## src/rtl/chunked_adder_if.sv

```systemverilog
// Operand/result handshake bundle for chunked_adder.
// The master drives operands and out_ready. The slave (the adder) returns
// in_ready, out_valid, sum and cout.
interface chunked_adder_if #(
    parameter int WIDTH = 32
);
    logic             in_valid;
    logic             in_ready;
    logic [WIDTH-1:0] a;
    logic [WIDTH-1:0] b;
    logic             cin;
    logic             out_valid;
    logic             out_ready;
    logic [WIDTH-1:0] sum;
    logic             cout;

    modport master (
        output in_valid, a, b, cin, out_ready,
        input  in_ready, out_valid, sum, cout
    );

    modport slave (
        input  in_valid, a, b, cin, out_ready,
        output in_ready, out_valid, sum, cout
    );
endinterface

```

## src/rtl/chunked_adder.sv

```systemverilog
// Multi-cycle adder that adds WIDTH-bit operands CHUNK bits per clock.
// The carry ripples from chunk to chunk through a register.
// A transaction is captured in IDLE and processed over N BUSY cycles.
// The result is then held in DONE until the consumer takes it.
module chunked_adder #(
    parameter int WIDTH = 32,
    parameter int CHUNK = 8
) (
    input  logic             clk,
    input  logic             rst,
    chunked_adder_if.slave   bus
);
    localparam int N  = (CHUNK >= 1) ? (WIDTH / CHUNK) : 1;
    localparam int IW = (N > 1) ? $clog2(N) : 1;

    if (CHUNK < 1) begin : g_bad_chunk
        $error("chunked_adder: CHUNK must be at least 1");
    end else if ((WIDTH % CHUNK) != 0) begin : g_bad_ratio
        $error("chunked_adder: WIDTH must be a multiple of CHUNK");
    end

    typedef enum logic [1:0] {
        S_IDLE = 2'd0,
        S_BUSY = 2'd1,
        S_DONE = 2'd2
    } state_t;

    state_t           state_q,     state_d;
    logic [IW-1:0]    i_q,         i_d;
    logic             carry_q,     carry_d;
    logic [WIDTH-1:0] a_q,         a_d;
    logic [WIDTH-1:0] b_q,         b_d;
    logic [WIDTH-1:0] sum_q,       sum_d;
    logic             cout_q,      cout_d;
    logic             in_ready_q,  in_ready_d;
    logic             out_valid_q, out_valid_d;
    logic [CHUNK:0]   chunk_res_s;

    // Handshake flags come straight from flops, so in_valid and out_ready
    // have no combinational route to any output.
    assign bus.in_ready  = in_ready_q;
    assign bus.out_valid = out_valid_q;
    assign bus.sum       = sum_q;
    assign bus.cout      = cout_q;

    // Next-state, chunk arithmetic and registered-output decode.
    always_comb begin
        state_d     = state_q;
        i_d         = i_q;
        carry_d     = carry_q;
        a_d         = a_q;
        b_d         = b_q;
        sum_d       = sum_q;
        cout_d      = cout_q;
        chunk_res_s = {(CHUNK+1){1'b0}};

        case (state_q)
            S_IDLE: begin
                if (bus.in_valid) begin
                    a_d     = bus.a;
                    b_d     = bus.b;
                    carry_d = bus.cin;
                    i_d     = {IW{1'b0}};
                    state_d = S_BUSY;
                end else begin
                    state_d = S_IDLE;
                end
            end
            S_BUSY: begin
                chunk_res_s = {1'b0, a_q[i_q*CHUNK +: CHUNK]}
                            + {1'b0, b_q[i_q*CHUNK +: CHUNK]}
                            + {{CHUNK{1'b0}}, carry_q};
                sum_d[i_q*CHUNK +: CHUNK] = chunk_res_s[CHUNK-1:0];
                carry_d = chunk_res_s[CHUNK];
                i_d     = i_q + IW'(1);
                if (i_q == IW'(N-1)) begin
                    cout_d  = chunk_res_s[CHUNK];
                    state_d = S_DONE;
                end else begin
                    state_d = S_BUSY;
                end
            end
            S_DONE: begin
                if (bus.out_ready) begin
                    state_d = S_IDLE;
                end else begin
                    state_d = S_DONE;
                end
            end
            default: begin
                state_d = S_IDLE;
            end
        endcase

        in_ready_d  = (state_d == S_IDLE);
        out_valid_d = (state_d == S_DONE);
    end

    // State and datapath registers; reset abandons any transaction in flight.
    always_ff @(posedge clk or posedge rst) begin
        if (rst) begin
            state_q     <= S_IDLE;
            i_q         <= {IW{1'b0}};
            carry_q     <= 1'b0;
            a_q         <= {WIDTH{1'b0}};
            b_q         <= {WIDTH{1'b0}};
            sum_q       <= {WIDTH{1'b0}};
            cout_q      <= 1'b0;
            in_ready_q  <= 1'b1;
            out_valid_q <= 1'b0;
        end else begin
            state_q     <= state_d;
            i_q         <= i_d;
            carry_q     <= carry_d;
            a_q         <= a_d;
            b_q         <= b_d;
            sum_q       <= sum_d;
            cout_q      <= cout_d;
            in_ready_q  <= in_ready_d;
            out_valid_q <= out_valid_d;
        end
    end
endmodule

```

## src/flat_wrapper.sv

```systemverilog
// flat-port wrapper written by rule: the top's interface ports become plain ports
module chunked_adder_flat 
#(
    parameter int WIDTH = 32,
    parameter int CHUNK = 8
)
  (clk, rst, bus_in_valid, bus_a, bus_b, bus_cin, bus_out_ready, bus_in_ready, bus_out_valid, bus_sum, bus_cout);
  chunked_adder_if #(.WIDTH(WIDTH)) bus_i ();
  input  logic clk;
  input  logic rst;
  input wire logic [$bits(bus_i.in_valid)-1:0] bus_in_valid;
  input wire logic [$bits(bus_i.a)-1:0] bus_a;
  input wire logic [$bits(bus_i.b)-1:0] bus_b;
  input wire logic [$bits(bus_i.cin)-1:0] bus_cin;
  input wire logic [$bits(bus_i.out_ready)-1:0] bus_out_ready;
  output wire logic [$bits(bus_i.in_ready)-1:0] bus_in_ready;
  output wire logic [$bits(bus_i.out_valid)-1:0] bus_out_valid;
  output wire logic [$bits(bus_i.sum)-1:0] bus_sum;
  output wire logic [$bits(bus_i.cout)-1:0] bus_cout;
  assign bus_i.in_valid = bus_in_valid;
  assign bus_i.a = bus_a;
  assign bus_i.b = bus_b;
  assign bus_i.cin = bus_cin;
  assign bus_i.out_ready = bus_out_ready;
  assign bus_in_ready = bus_i.in_ready;
  assign bus_out_valid = bus_i.out_valid;
  assign bus_sum = bus_i.sum;
  assign bus_cout = bus_i.cout;
  chunked_adder #(.WIDTH(WIDTH), .CHUNK(CHUNK)) u_core (.clk(clk), .rst(rst), .bus(bus_i));
endmodule
```

## config.mk

```make
export PLATFORM = sky130hd
export DESIGN_NAME = chunked_adder_flat
export DESIGN_NICKNAME = d
export VERILOG_FILES = /design/src/rtl/chunked_adder_if.sv /design/src/rtl/chunked_adder.sv /design/src/flat_wrapper.sv
export SDC_FILE = /design/constraint.sdc
export NUM_CORES = 1
export LEC_CHECK = 0
export CAP_MARGIN = 0
export CORE_UTILIZATION = 34
export DETAILED_ROUTE_END_ITERATION = 16
export SLEW_MARGIN = 10
export SYNTH_ARGS = -nofsm -noshare
export SYNTH_HDL_FRONTEND = slang
export SYNTH_SLANG_ARGS = --single-unit
```

## constraint.sdc

```tcl
create_clock -name clk -period 3.5 [get_ports clk]
set_input_delay 0.7 -clock clk [delete_from_list [all_inputs] [get_ports clk]]
set_output_delay 0.7 -clock clk [all_outputs]
set_load 0.01 [all_outputs]
```

==> impl_metrics.ini, run 1 <==
[floorplan]
initial_core_util = 0.348
die-area_um2 = 14700
ios = 104
die_width_um = 121
core_um2 = 13900
die_y_um = 121
rows = 43

[min_path]
hp-class = flop to flop
min_path_cells = 2
holdPathEnd = u_core.bus.sum[26]
min_from = u_core.bus.sum[26]

[yosys]
synth_cell_types = 46
synth.avg_cell_area_um2 = 14.4
synth_fp_nets = 419
synthFlopType = dfrtp_1
synth_top_cell_by_area = dfrtp_1
async_reset_ff_frac = 1.00
yosys.area.top_type_share = 0.534
synthesis.yosys.warnings = 0
ys_seq_area_frac = 0.540
ys_ff_latch = 104
synth_area_um2 = 4820
synth_edf_count = 0
synthTopCellsByArea = dfrtp_1 (53%), mux2_2 (15%), mux4_2 (7.5%)
syn_inst = 335

[final_layout]
drive_above_1_share = 0.273
fill_cells = 1278
final_area_um2 = 6370
multi_input_area_um2 = 2100
seq_area_um2 = 2600
syn_to_final_growth_pct = 32.1
antenna_cells = 0
fin_util = 0.459
fin_nets = 526
layoutNonFillerInstCount = 627

[pwr]
sequentialPowerShare = 0.302
sw_frac_of_total = 0.404
p_leak_nw = 2.63
power_switching_mw = 2.85
p_int_mw = 4.19
combPwrFrac = 0.551
vdd_ir_drop_max_mv = 0.560
power_density_nw_per_um2 = 1110
clockPowerShare = 0.146

[run_status]
status = finished, final reports clean

[worst_setup_path]
required_ns = 3.76
critical_path_class = flop to flop
cp_max_fo = 5
cp-start-kind = flop
endpoint_kind = flop
r2r-start = u_core.i_q[0]
reg2reg_depth = 7
r2r_end = u_core.bus.sum[22]
critPathArrivalTime_ns = 3.19
r2r_slack_ns = 0.57

[detailed_routing]
vias = 3177
routed_wirelength_mm = 11.3
detail_route.first_pass.iterations = 4
vias_per_cell = 5.07
route.detailed.drc = 0
wl_per_cell_um = 18.0
drtIter0Drc = 143
antenna_left = 0

[sta]
slew_headroom = 0.568
final-setup-viol-count = 0
fmax_mhz = 341
finClkSkew_ns = 0.00962
tightest_slew_ns = 0.644
rsz0062_at_grt = no
hold_viol_final = 0
fin_crit_ns = 2.93
maxSlewViolCount = 0
fin_tns_setup_ns = 0
period_share = 0.837

[global_routing]
grt_max_degree = 65
grt_pass1_wl_mm = 18.3
gr-total-overflow = 0
grt_pass1_vias = 3400
grt_use_total = 0.166
grt_antenna_before_repair = 0

[clocking]
ctsHoldBuffers = 0
cts_resized = 0
clk_pin_slew_ns = 0.07
postCtsSetupBuffers = 0
clk_path_buf_depth = 2
h-tree-depth = 3
ctsRootBufferMaster = clkbuf_16
cts_sinks = 104
cts_tree = done
clk_latency_ns = 0.34
numCtsBuffers = 9

[place]
port-buffer-count = 103
dp_hpwl_mm = 8.57
postPlaceCellArea_um2 = 6060
gp_congestion = 0.804
dpl.cell_count = 611

[job]
max-cap-violations = 0
-- layout make-up --
| type | count | area share |
|---|---|---|
| Sequential cell | 104 | 0.409 |
| Multi-Input combinational cell | 210 | 0.329 |
| Timing Repair Buffer | 110 | 0.174 |
| Clock buffer | 12 | 0.0403 |
| Tap cell | 180 | 0.0353 |
| Clock inverter | 4 | 0.00805 |
| Inverter | 7 | 0.00452 |
-- cell usage after synthesis, types with 2 or more instances --
master,count
o21ai_0,16
a32o_1,3
nand3_1,3
inv_1,7
o211ai_1,3
o21a_1,2
a22o_1,15
buf_6,2
xnor2_1,3
nand2b_1,3
o21ai_2,2
mux2i_1,2
fa_1,2
nand2_1,15
a211oi_1,2
buf_2,3
a21oi_1,3
mux2_2,64
o21bai_1,2
mux4_2,16
nand4_1,3
a22o_2,6
buf_4,8
a21o_1,3
nor3b_1,4
dfrtp_1,103
ha_1,13
nor2_1,9
-- kinds of logic after synthesis --
| logic type | synth area share |
|---|---|
| AND/OR/NAND/NOR | 0.0604 |
| flip-flops | 0.540 |
| multiplexers | 0.228 |
| adder cells (fa/ha/maj) | 0.0420 |
| XOR/XNOR | 0.00545 |
| buffers and inverters | 0.0265 |
| AO/OA/AOI/OAI | 0.0978 |
-- power by group through the flow --
| stage | sequential [mW] | combinational (mW) | clock (mW) |
|---|---|---|---|
| after floorplan | 2.06 | 2.72 | 0 |
| after global placement | 2.15 | 3.78 | 0 |
| after detailed placement | 2.16 | 3.87 | 0 |
| after CTS | 2.14 | 3.90 | 1.06 |
| after global routing | 2.20 | 4.25 | 1.11 |
| final | 2.13 | 3.88 | 1.03 |
-- worst max-delay path by stage --
stage	cells past startpoint	slack, ns	start	to
detailed placement	7	0.54	u_core.i_q[0]	u_core.bus.sum[14]
finish	7	0.57	u_core.i_q[0]	u_core.bus.sum[22]
global placement	7	0.63	u_core.i_q[0]	u_core.bus.sum[22]
CTS	7	0.53	u_core.i_q[0]	u_core.bus.sum[22]
floorplan	1	0.07	rst	u_core.a_q[0]
global route	7	0.36	u_core.i_q[0]	u_core.bus.sum[22]
-- per-layer routing --
metal  global-route usage  share of wire  vias to the layer above
li1                     -              -                     1464
met1                0.206           0.41                     1612
met2                0.281           0.51                       87
met3               0.0381          0.054                       14
met4               0.0625          0.023                        0
met5                    0              0                        -
-- registers in the layout (all words and copies together), names as in the netlist, 2 cells and up --
name and count:
u_core.i_q 2, u_core.state_q 2, u_core.bus.sum 32, u_core.a_q 32, u_core.b_q 32
-- critical path, cell delays in order (launching register included) --
cell and delay, ns:
dfrtp_1 0.48, mux4_2 0.55, fa_1 0.48, fa_1 0.45
a211oi_1 0.29, o21a_1 0.20, o211ai_1 0.20, o21ai_0 0.20
-- metrics by stage --
step                hold WS (ns)  total power [mW]  worst slack, ns
global route               0.519              7.56            0.356
finish                     0.480              7.04            0.571
detailed placement         0.472              6.03            0.541
floorplan                  0.475              4.78           0.0695
global placement           0.477              5.93            0.625
CTS                        0.488              7.10            0.532
-- cells in the final DEF (no fill, tap or decap), types with 9 or more instances in the layout --
cell type / Yosys / final
mux2_2: 64 / 64
mux4_2: 16 / 16
dfrtp_1: 103 / 103
a22o_1: 15 / 15
nand2_1: 15 / 15
nor2_1: 9 / 9
clkbuf_16: 0 / 9
clkdlybuf4s50_1: 0 / 103
o21ai_0: 16 / 16
ha_1: 13 / 13
Note: power is estimated with default switching activity, not from simulation.
==> run 2, diff against run 1 <==
==> constraint.sdc (replaced) <==
create_clock -name clk -period 2.5 [get_ports clk]
set_input_delay 0.5 -clock clk [delete_from_list [all_inputs] [get_ports clk]]
set_output_delay 0.5 -clock clk [all_outputs]
set_load 0.01 [all_outputs]
==> run 2 against run 1 <==
  * The flow now finishes with violations (negative setup slack)
  * Final cell count grew 3.0%
  * Sequential power increased by 39%
  * Via count rose by 0.91%
  * Power up 56%
  * Worst hold slack better by 0.0068 ns
  * Utilization increased by 1.7 points
  * Combinational power grew 71%
  * Die area did not move
  * Critical path type unchanged
  * Count of clock-buffer cells in the layout is 2 lower
  * Final area increased by 3.7%
  * Non-clock buffer count rose by 20
==> impl_metrics.ini, run 2 (synthesized netlist as in run 1, its figures left out) <==
[run_status]
status = finished, violations left
violations = negative setup slack

[global_routing]
grt_max_degree = 65
grt_antenna_before_repair = 0
grt_pass1_vias = 3444
grt_pass1_wl_mm = 18.2
gr-total-overflow = 0
grt_use_total = 0.165

[clocking]
clk_latency_ns = 0.34
clk_path_buf_depth = 2
h-tree-depth = 3
numCtsBuffers = 9
ctsRootBufferMaster = clkbuf_16
ctsHoldBuffers = 0
clk_pin_slew_ns = 0.07
cts_tree = done
cts_sinks = 104

[sta]
rsz0062_at_grt = yes
tightest_slew_ns = 0.716
period_share = 1.06
whs_ns = 0.487
hold_viol_final = 0
slew_headroom = 0.522
fmax_mhz = 377
finClkSkew_ns = 0.00890
fin_crit_ns = 2.65
layout_setup_ws_ns = -0.149
final-setup-viol-count = 18
maxSlewViolCount = 0

[floorplan]
rows = 43
core_um2 = 13900
die_y_um = 121
die_width_um = 121
initial_core_util = 0.348
ios = 104
die-area_um2 = 14700

[min_path]
hp-class = flop to flop

[detailed_routing]
routed_wirelength_mm = 11.2
route.detailed.drc = 0
drtIter0Drc = 129
detail_route.first_pass.iterations = 6
wl_per_cell_um = 17.3
vias_per_cell = 4.96
vias = 3206
antenna_left = 0

[place]
gp_congestion = 0.766
post-place-ws_ns = -0.212
port-buffer-count = 103
dp_hpwl_mm = 8.61

[pwr]
combPwrFrac = 0.604
p_leak_nw = 2.75
power_density_nw_per_um2 = 1660
power.total_mw = 11.0
clockPowerShare = 0.126
power_switching_mw = 4.25
vdd_ir_drop_max_mv = 0.733
p_int_mw = 6.71
sequentialPowerShare = 0.270
sw_frac_of_total = 0.388

[final_layout]
drive_above_1_share = 0.335
layout_common_cells = clkdlybuf4s50_1 (103), dfrtp_1 (102), mux2_2 (64)
syn_to_final_growth_pct = 37.0
final_common_cell = clkdlybuf4s50_1
antenna_cells = 0
fin_nets = 546
fin_util = 0.476

[worst_setup_path]
critPathArrivalTime_ns = 2.89
critical_path_class = flop to flop
cp_max_fo = 4
cp-start-kind = flop
endpoint_kind = flop
required_ns = 2.74

[job]
max-cap-violations = 0
[run 2: cell types whose count changed in the layout (fill, tap and decap cells not counted), moves of 2 or more]
cell      delta
buf_4       +18
o21ai_0      -9
o21ai_1      +7
xnor2_1      -3
a211oi_1     -2
a211oi_2     +2
a21oi_1      -2
a21oi_2      +2
clkbuf_8     -2
fa_1         -2
fa_2         +2
ha_1         -2
o21ai_2      +2
xnor2_2      +2
[run 2: worst max-delay path, stage by stage, from the launching register on]
cell and delay [ns]:
dfrtp_2 0.42, mux4_2 0.53, fa_2 0.41, fa_2 0.37, buf_4 0.15, a21o_1 0.18
a21oi_2 0.16, xnor2_2 0.12, a22o_2 0.22
[run 2: metal layers]
metal  wire, um  vias to the layer above  track usage
met1       5040                     1604        0.216
met3        488                        9       0.0385
li1           -                     1518            -
met5          0                        -            0
met2       5570                       75        0.277
met4        105                        0       0.0370
[run 2: metrics by stage]
step | cells | setup TNS, ns | instance area, um^2
detailed placement | 631 | -2.56 | 6250
finish | 646 | -1.47 | 6610
CTS | 646 | -1.77 | 6570
floorplan | 335 | -2.48 | 4860
global route | 646 | -3.68 | 6610
global placement | 631 | -1.33 | 6250
[run 2: power groups by stage]
stage	Combinational (mW)	Clock (mW)	Sequential, mW
floorplan	4.02	0	2.88
global placement	6.12	0	3.00
detailed placement	6.27	0	3.00
CTS	6.46	1.42	2.98
global route	7.17	1.49	3.07
finish	6.62	1.38	2.96
[run 2: final cells by class]
type                       instances  area, um^2
timing repair buffer             130        1270
clock inverter                     5        57.6
inverter                           7        30.0
sequential                       104        2610
clock buffer                      10         229
multi-input combinational        210        2190
tap                              180         225
fill                            1268        7270
[run 2: path summary, 6_finish.rpt]
| check | from | endpoint | slack [ns] | cells after the start |
|---|---|---|---|---|
| setup reg to reg | u_core.i_q[0] | u_core.bus.sum[28] | -0.15 | 8 |
| hold reg to reg | u_core.bus.sum[26] | u_core.bus.sum[26] | 0.49 | 2 |
| max in group asynchronous | rst | u_core.bus.in_ready | 1.19 | 3 |
| min in group asynchronous | rst | u_core.a_q[30] | 0.63 | 2 |
| setup / recovery | u_core.i_q[0] | u_core.bus.sum[28] | -0.15 | 8 |
| hold / removal | u_core.bus.sum[26] | u_core.bus.sum[26] | 0.49 | 2 |
[run 2: what timing repair did]
item / 4_1_cts / 5_1_grt
setup endpoints to repair: 19 / 25
buffers inserted: 0 / 1
pin swaps: 5 / 9
hold endpoints to repair: 0 / 0
cloned: 0 / 0
resized for setup: 7 / 10
